==> config.mk <==
export PLATFORM = sky130hd
export DESIGN_NAME = barrel_shifter_pipe
export DESIGN_NICKNAME = d
export VERILOG_FILES = /design/src/rtl/barrel_pkg.sv /design/src/rtl/barrel_level.sv /design/src/rtl/barrel_shifter_pipe.sv
export SDC_FILE = /design/constraint.sdc
export NUM_CORES = 1
export LEC_CHECK = 0
export CAP_MARGIN = 20
export CORE_ASPECT_RATIO = 0.7
export CORE_MARGIN = 1
export CORE_UTILIZATION = 40
export CTS_CLUSTER_DIAMETER = 40
export DETAILED_ROUTE_END_ITERATION = 6
export PLACE_DENSITY = 0.7
export SLEW_MARGIN = 30
export SYNTH_ARGS = -nofsm -noshare
export SYNTH_HDL_FRONTEND = slang
export SYNTH_SLANG_ARGS = --single-unit
export TNS_END_PERCENT = 100
==> constraint.sdc <==
create_clock -name clk_i -period 2.01 [get_ports clk_i]
set_input_delay 0.402 -clock clk_i [delete_from_list [all_inputs] [get_ports clk_i]]
set_output_delay 0.402 -clock clk_i [all_outputs]
set_load 0.05 [all_outputs]
==> src/rtl/barrel_pkg.sv <==
// ============================================================================
//  Module      : barrel_pkg
//  Description : Op-code enum and stage-placement helpers for barrel_shifter_pipe.
//  Revision    : 1.0  initial release
// ============================================================================
`default_nettype none

package barrel_pkg;

    localparam int OP_W = 3;

    typedef enum logic [OP_W-1:0] {
        OP_ROL = 3'b000,
        OP_ROR = 3'b001,
        OP_SLL = 3'b010,
        OP_SRL = 3'b011,
        OP_SRA = 3'b100
    } op_e;

    function automatic int levels_per_stage(input int shamt_w, input int pipe_stages);
        return (shamt_w + pipe_stages - 1) / pipe_stages;
    endfunction

    // Stages are counted from level 0 upwards so the final register always follows level 0.
    function automatic int stage_of_level(input int level, input int shamt_w, input int pipe_stages);
        return pipe_stages - 1 - level / levels_per_stage(shamt_w, pipe_stages);
    endfunction

endpackage

`default_nettype wire

==> src/rtl/barrel_level.sv <==
// ============================================================================
//  Module      : barrel_level
//  Description : One combinational mux level shifting/rotating by SHIFT bits.
//  Revision    : 1.0  initial release
// ============================================================================
`default_nettype none

module barrel_level
    import barrel_pkg::*;
#(
    parameter int WIDTH = 32,
    parameter int SHIFT = 1
) (
    input  logic [WIDTH-1:0] data_i,
    input  logic [OP_W-1:0]  op_i,
    input  logic             en_i,
    input  logic             sign_i,
    output logic [WIDTH-1:0] data_o
);

    always_comb begin
        data_o = data_i;
        if (en_i) begin
            case (op_i)
                OP_ROL:  data_o = {data_i[WIDTH-SHIFT-1:0], data_i[WIDTH-1:WIDTH-SHIFT]};
                OP_ROR:  data_o = {data_i[SHIFT-1:0], data_i[WIDTH-1:SHIFT]};
                OP_SLL:  data_o = {data_i[WIDTH-SHIFT-1:0], {SHIFT{1'b0}}};
                OP_SRL:  data_o = {{SHIFT{1'b0}}, data_i[WIDTH-1:SHIFT]};
                OP_SRA:  data_o = {{SHIFT{sign_i}}, data_i[WIDTH-1:SHIFT]};
                default: data_o = data_i;
            endcase
        end
    end

endmodule

`default_nettype wire

==> src/rtl/barrel_shifter_pipe.sv <==
// ============================================================================
//  Module      : barrel_shifter_pipe
//  Description : Pipelined rotate/shift unit with valid/ready on both sides.
//                Define BARREL_SHIFTER_FLAGS_EN to add out_zero_o/out_carry_o.
//  Revision    : 1.0  initial release
// ============================================================================
`default_nettype none

module barrel_shifter_pipe
    import barrel_pkg::*;
#(
    parameter int  WIDTH       = 32,
    parameter int  PIPE_STAGES = 1,
    localparam int SHAMT_W     = $clog2(WIDTH)
) (
    input  logic               clk_i,
    input  logic               rst_ni,
    input  logic               in_valid_i,
    output logic               in_ready_o,
    input  logic [WIDTH-1:0]   in_data_i,
    input  logic [SHAMT_W-1:0] in_shamt_i,
    input  logic [OP_W-1:0]    in_op_i,
    output logic               out_valid_o,
    input  logic               out_ready_i,
    output logic [WIDTH-1:0]   out_data_o
`ifdef BARREL_SHIFTER_FLAGS_EN
    ,
    output logic               out_zero_o,
    output logic               out_carry_o
`endif
);

    localparam int LPS = levels_per_stage(SHAMT_W, PIPE_STAGES);

    logic [PIPE_STAGES-1:0] valid_q, valid_d, sign_q, sign_d;
    logic [WIDTH-1:0]       data_q  [PIPE_STAGES];
    logic [WIDTH-1:0]       data_d  [PIPE_STAGES];
    logic [OP_W-1:0]        op_q    [PIPE_STAGES];
    logic [OP_W-1:0]        op_d    [PIPE_STAGES];
    logic [SHAMT_W-1:0]     shamt_q [PIPE_STAGES];
    logic [SHAMT_W-1:0]     shamt_d [PIPE_STAGES];

    logic [WIDTH-1:0]       w_stage_in    [PIPE_STAGES];
    logic [WIDTH-1:0]       w_stage_out   [PIPE_STAGES];
    logic [OP_W-1:0]        w_stage_op    [PIPE_STAGES];
    logic [SHAMT_W-1:0]     w_stage_shamt [PIPE_STAGES];
    logic [PIPE_STAGES-1:0] w_stage_sign, w_stage_src_valid, w_accept;
    logic                   w_unused;

`ifdef BARREL_SHIFTER_FLAGS_EN
    logic [PIPE_STAGES-1:0] zero_q, zero_d, carry_q, carry_d;
    logic [WIDTH-1:0]       w_sll0, w_srl0;
    logic [SHAMT_W-1:0]     w_idx_up, w_idx_dn;
    logic                   w_zero0, w_carry0;

    // Flags come from the original operand: WIDTH-n and n-1 are the last bits to leave.
    always_comb begin
        w_sll0   = in_data_i << in_shamt_i;
        w_srl0   = in_data_i >> in_shamt_i;
        w_idx_up = '0 - in_shamt_i;
        w_idx_dn = in_shamt_i - SHAMT_W'(1);
        w_zero0  = (in_data_i == '0);
        w_carry0 = 1'b0;
        case (in_op_i)
            OP_ROL:  w_carry0 = in_data_i[w_idx_up];
            OP_ROR:  w_carry0 = in_data_i[w_idx_dn];
            OP_SLL: begin
                w_zero0  = (w_sll0 == '0);
                w_carry0 = in_data_i[w_idx_up];
            end
            OP_SRL: begin
                w_zero0  = (w_srl0 == '0);
                w_carry0 = in_data_i[w_idx_dn];
            end
            OP_SRA: begin
                w_zero0  = (w_srl0 == '0) && !in_data_i[WIDTH-1];
                w_carry0 = in_data_i[w_idx_dn];
            end
            default: w_carry0 = 1'b0;
        endcase
        if (in_shamt_i == '0) begin
            w_carry0 = 1'b0;
        end
    end

    assign out_zero_o  = zero_q[PIPE_STAGES-1];
    assign out_carry_o = carry_q[PIPE_STAGES-1];
`endif

    always_comb begin
        w_stage_in[0]        = in_data_i;
        w_stage_op[0]        = in_op_i;
        w_stage_shamt[0]     = in_shamt_i;
        w_stage_sign[0]      = in_data_i[WIDTH-1];
        w_stage_src_valid[0] = in_valid_i;
        for (int s = 1; s < PIPE_STAGES; s++) begin
            w_stage_in[s]        = data_q[s-1];
            w_stage_op[s]        = op_q[s-1];
            w_stage_shamt[s]     = shamt_q[s-1];
            w_stage_sign[s]      = sign_q[s-1];
            w_stage_src_valid[s] = valid_q[s-1];
        end
    end

    for (genvar k = 0; k < SHAMT_W; k++) begin : g_lvl
        localparam int STAGE = stage_of_level(k, SHAMT_W, PIPE_STAGES);
        logic [WIDTH-1:0] w_in, w_out;
        if (k == SHAMT_W - 1) begin : g_head
            assign w_in = w_stage_in[STAGE];
        end else if (stage_of_level(k + 1, SHAMT_W, PIPE_STAGES) != STAGE) begin : g_head
            assign w_in = w_stage_in[STAGE];
        end else begin : g_chain
            assign w_in = g_lvl[k+1].w_out;
        end
        barrel_level #(
            .WIDTH (WIDTH),
            .SHIFT (1 << k)
        ) u_level (
            .data_i (w_in),
            .op_i   (w_stage_op[STAGE]),
            .en_i   (w_stage_shamt[STAGE][k]),
            .sign_i (w_stage_sign[STAGE]),
            .data_o (w_out)
        );
    end

    for (genvar s = 0; s < PIPE_STAGES; s++) begin : g_stage
        localparam int LOWEST = (PIPE_STAGES - 1 - s) * LPS;
        if (LOWEST < SHAMT_W) begin : g_levels
            assign w_stage_out[s] = g_lvl[LOWEST].w_out;
        end else begin : g_passthru
            assign w_stage_out[s] = w_stage_in[s];
        end
    end

    // Ready ripples back from the consumer; a stage may load if empty or if it drains now.
    always_comb begin
        logic acc;
        acc = out_ready_i;
        for (int s = PIPE_STAGES - 1; s >= 0; s--) begin
            acc         = !valid_q[s] || acc;
            w_accept[s] = acc;
        end
    end

    always_comb begin
        valid_d = valid_q;
        sign_d  = sign_q;
        data_d  = data_q;
        op_d    = op_q;
        shamt_d = shamt_q;
`ifdef BARREL_SHIFTER_FLAGS_EN
        zero_d  = zero_q;
        carry_d = carry_q;
`endif
        for (int s = 0; s < PIPE_STAGES; s++) begin
            if (w_accept[s]) begin
                valid_d[s] = w_stage_src_valid[s];
                if (w_stage_src_valid[s]) begin
                    data_d[s]  = w_stage_out[s];
                    op_d[s]    = w_stage_op[s];
                    shamt_d[s] = w_stage_shamt[s];
                    sign_d[s]  = w_stage_sign[s];
`ifdef BARREL_SHIFTER_FLAGS_EN
                    zero_d[s]  = (s == 0) ? w_zero0  : zero_q[s-1];
                    carry_d[s] = (s == 0) ? w_carry0 : carry_q[s-1];
`endif
                end
            end
        end
    end

    always_ff @(posedge clk_i or negedge rst_ni) begin
        if (!rst_ni) begin
            valid_q <= '0;
            sign_q  <= '0;
`ifdef BARREL_SHIFTER_FLAGS_EN
            zero_q  <= '0;
            carry_q <= '0;
`endif
            for (int s = 0; s < PIPE_STAGES; s++) begin
                data_q[s]  <= '0;
                op_q[s]    <= '0;
                shamt_q[s] <= '0;
            end
        end else begin
            valid_q <= valid_d;
            sign_q  <= sign_d;
            data_q  <= data_d;
            op_q    <= op_d;
            shamt_q <= shamt_d;
`ifdef BARREL_SHIFTER_FLAGS_EN
            zero_q  <= zero_d;
            carry_q <= carry_d;
`endif
        end
    end

    // Control copies past their last consuming level are intentionally dangling.
    always_comb begin
        w_unused = 1'b0;
        for (int s = 0; s < PIPE_STAGES; s++) begin
            w_unused = w_unused ^ (^op_q[s]) ^ (^shamt_q[s]) ^ sign_q[s] ^ (^w_stage_shamt[s]);
        end
    end

    assign in_ready_o  = w_accept[0];
    assign out_valid_o = valid_q[PIPE_STAGES-1];
    assign out_data_o  = data_q[PIPE_STAGES-1];

endmodule

`default_nettype wire

==> results_dict.tcl <==
set metrics [dict create \
    fin_ws_ns -0.736 \
    ant_nets 0 \
    coreArea_um2 15000 \
    max_slew.worst_pin.slew_ns 0.527 \
    grt_first_pass_wirelength_mm 57.1 \
    irDropWorstVdd_mv 0.492 \
    die_area_um2 16200 \
    slowest_delay_ns 0.43 \
    worstSetupPathType "input pin to flop" \
    final.setup.tns_ns -17.79 \
    dp_slack_ns -1.50 \
    grt_max_degree 34 \
    drtIter0Drc 1692 \
    vias_per_cell 7.17 \
    leakagePower_nw 5.14 \
    routed_wl_mm 40.9 \
    drive_above_1_share_pct 58.8 \
    cp.required_ns 2.17 \
    io_buffers 77 \
    wire_per_inst_um 27.2 \
    ys.flop_type "dfrtp_1" \
    setup_viol 32 \
    dp_hpwl_mm 27.5 \
    clk_pin_slew_worst_paths_ns 0.06 \
    grt_overflow 0 \
    syn_to_final_growth_pct 105 \
    synth_area_um2 6270 \
    ctsHoldBuffers 0 \
    post-route-min-period_ns 2.75 \
    syn_area_per_cell_um2 7.08 \
    track_usage_pct 46.4 \
    grt_pass1_vias 9818 \
    netlist_instances 886 \
    cp-end-kind "flop" \
    die_h_um 107 \
    ys_warn_count 0 \
    critPathSlowestCell "o32ai_4" \
    die_w_um 152 \
    start_util_pct 41.8 \
    arrival_ns 2.91 \
    clkLatencyLatePin_ns 0.29 \
    cts.sinks 33 \
    num_rows 37 \
    yosysSeqAreaShare_pct 13.2 \
    cap_violations 0 \
    worst-path-buf-inv 2 \
    antenna_found_initial 3 \
    nFillCells 801 \
    cp_max_fo 5 \
    cts_root_buffer "clkbuf_16" \
    skew_ns 0.00178 \
    synth.distinct_cells 93 \
    holdCritPathClass "input pin to async pin" \
    htree_levels 2 \
    cp_cell_sequence "clkdlybuf4s50_1 -> buf_4 -> mux2i_1 -> nor2_2 -> o32ai_4 -> o2bb2ai_1 -> a21oi_4 -> a21oi_1 -> a221oi_2 -> nor2_1" \
    via_count 10800 \
    layout.nets 1352 \
    ys_seq_elements 33 \
    syn_nets 930 \
    max_slew_margin_pct 64.8 \
    clockBufferDepth 2 \
    synth_edf_count 0 \
    critical-path-top-delay-family "compound AO/OA/AOI/OAI gates" \
    fin_crit_sh_pct 137 \
    async_flop_share_pct 100 \
    cts_tree "done" \
    clock.fmax_mhz 364 \
    cts_buffers 5 \
    gp_congestion 1.05 \
    worst_setup_path_start_kind "input pin" \
    diodes 0 \
    first_pass_iters 7 \
    violations "DRC, setup timing" \
    hold_violations 0 \
    outcome "finished, violations left" \
    drc 1 \
    powerDensity_nw_per_um2 496 \
    maxSlewViolCount 0 \
    pin_count 78 \
    rsz0062_at_grt "true" \
]
routing by layer:
layer / track usage, % / share of wire [%]
met2: 66.6 / 41
met1: 64.7 / 38
met4: 14.4 / 4.9
met3: 15.2 / 16
met5: 0 / 0.054
path summary, 6_finish.rpt:
| path | endpoint | from | cells after the start | slack [ns] |
|---|---|---|---|---|
| max | out_data_o[6] | in_data_i[11] | 10 | -0.74 |
| min | out_data_o[13] | rst_ni | 2 | 0.52 |
| max reg2reg | out_data_o[18] | out_valid_o | 6 | 0.31 |
| min reg2reg | out_data_o[14] | out_data_o[14] | 1 | 0.55 |
| max in group asynchronous | out_valid_o | rst_ni | 2 | 1.14 |
| min in group clk_i | out_data_o[14] | out_data_o[14] | 1 | 0.55 |
layout make-up:
cell class              count  area [µm²]  share of cell area, %
multi-input cells         756        7030                   54.7
clock inverters             2        10.0                 0.0779
repair buffers            502        4580                   35.6
well taps                 195         244                   1.90
flip-flops and latches     33         827                   6.43
inverters                  10        41.3                  0.321
clock buffers               6         129                   1.00
power breakdown:
part / switching (mW) / total, mW / internal (mW) / leakage (nW)
clock network: 0.306 / 0.761 / 0.455 / 0.0706
logic: 2.69 / 4.72 / 2.03 / 4.70
registers: 0.0910 / 0.895 / 0.804 / 0.373
state kept, by name (all words and copies together), names as in the netlist:
name,count
out_valid_o,1
out_data_o,32
kinds of logic after synthesis:
logic type	Yosys count	share of synthesized area (%)
DFF	33	13.2
xor gates and xnor gates	1	0.140
buffers and inverters	97	7.92
and+or+nand+nor	295	24.3
muxes	31	5.00
AOI/OAI and AO/OA	429	49.5
synth_stat cells (5+ instances only):
cell type | instances | area [µm²]
or3_1 | 10 | 62.6
o21ai_0 | 45 | 225
a32oi_1 | 11 | 96.3
a311oi_1 | 6 | 52.6
clkbuf_1 | 40 | 150
dfrtp_1 | 33 | 826
nand3b_1 | 9 | 67.6
o211ai_1 | 23 | 173
o32ai_1 | 11 | 96.3
a211oi_1 | 22 | 165
a21oi_1 | 96 | 480
inv_1 | 10 | 37.5
nor3_1 | 25 | 125
a31oi_1 | 26 | 163
a221oi_1 | 12 | 105
a22oi_1 | 19 | 143
nand3_1 | 22 | 110
nor2_1 | 78 | 293
o22ai_1 | 29 | 181
a22o_1 | 8 | 70.1
nor2b_1 | 10 | 62.6
a211o_1 | 7 | 61.3
nand2_1 | 68 | 255
o221a_2 | 7 | 78.8
and3_1 | 10 | 62.6
o31ai_1 | 5 | 37.5
a21boi_0 | 12 | 90.1
o21a_1 | 14 | 105
nand2b_1 | 17 | 106
o221ai_1 | 8 | 70.1
nor4_1 | 5 | 31.3
o21ai_1 | 7 | 35.0
buf_4 | 11 | 82.6
mux2i_1 | 28 | 280
buf_2 | 25 | 125
and2_1 | 7 | 43.8
buf_6 | 8 | 90.1
a2bb2oi_1 | 5 | 43.8
what timing repair did:
action / in CTS / in global routing
setup endpoints to repair: 32 / 32
pin swaps: 111 / 102
resized for setup: 319 / 147
gates cloned: 2 / 2
buffers inserted: 55 / 47
cell usage in the layout (no fill, tap or decap), types with 30 or more instances in the layout:
cell type / instances
clkdlybuf4s50_1: 43
a21oi_1: 55
buf_4: 342
nand2_1: 54
a21oi_2: 30
dfrtp_1: 32
buf_6: 55
nor2_1: 52
metrics by stage:
| step | cells | total power [mW] | hold WS, ns | utilization (%) | cell area (µm²) |
|---|---|---|---|---|---|
| 2_1_floorplan | 886 | 2.84 | 0.106 | - | 6810 |
| 3_3_place_gp | 1399 | 4.44 | 0.515 | 66.0 | 9900 |
| 3_5_place_dp | 1399 | 4.45 | 0.550 | 66.0 | 9900 |
| 4_1_cts | 1461 | 5.79 | 0.539 | 79.0 | 11800 |
| 5_1_grt | 1504 | 6.53 | 0.574 | 85.7 | 12900 |
| 6_report | 1504 | 6.37 | 0.516 | 85.7 | 12900 |
No activity file was read; power rests on OpenSTA's default activity.
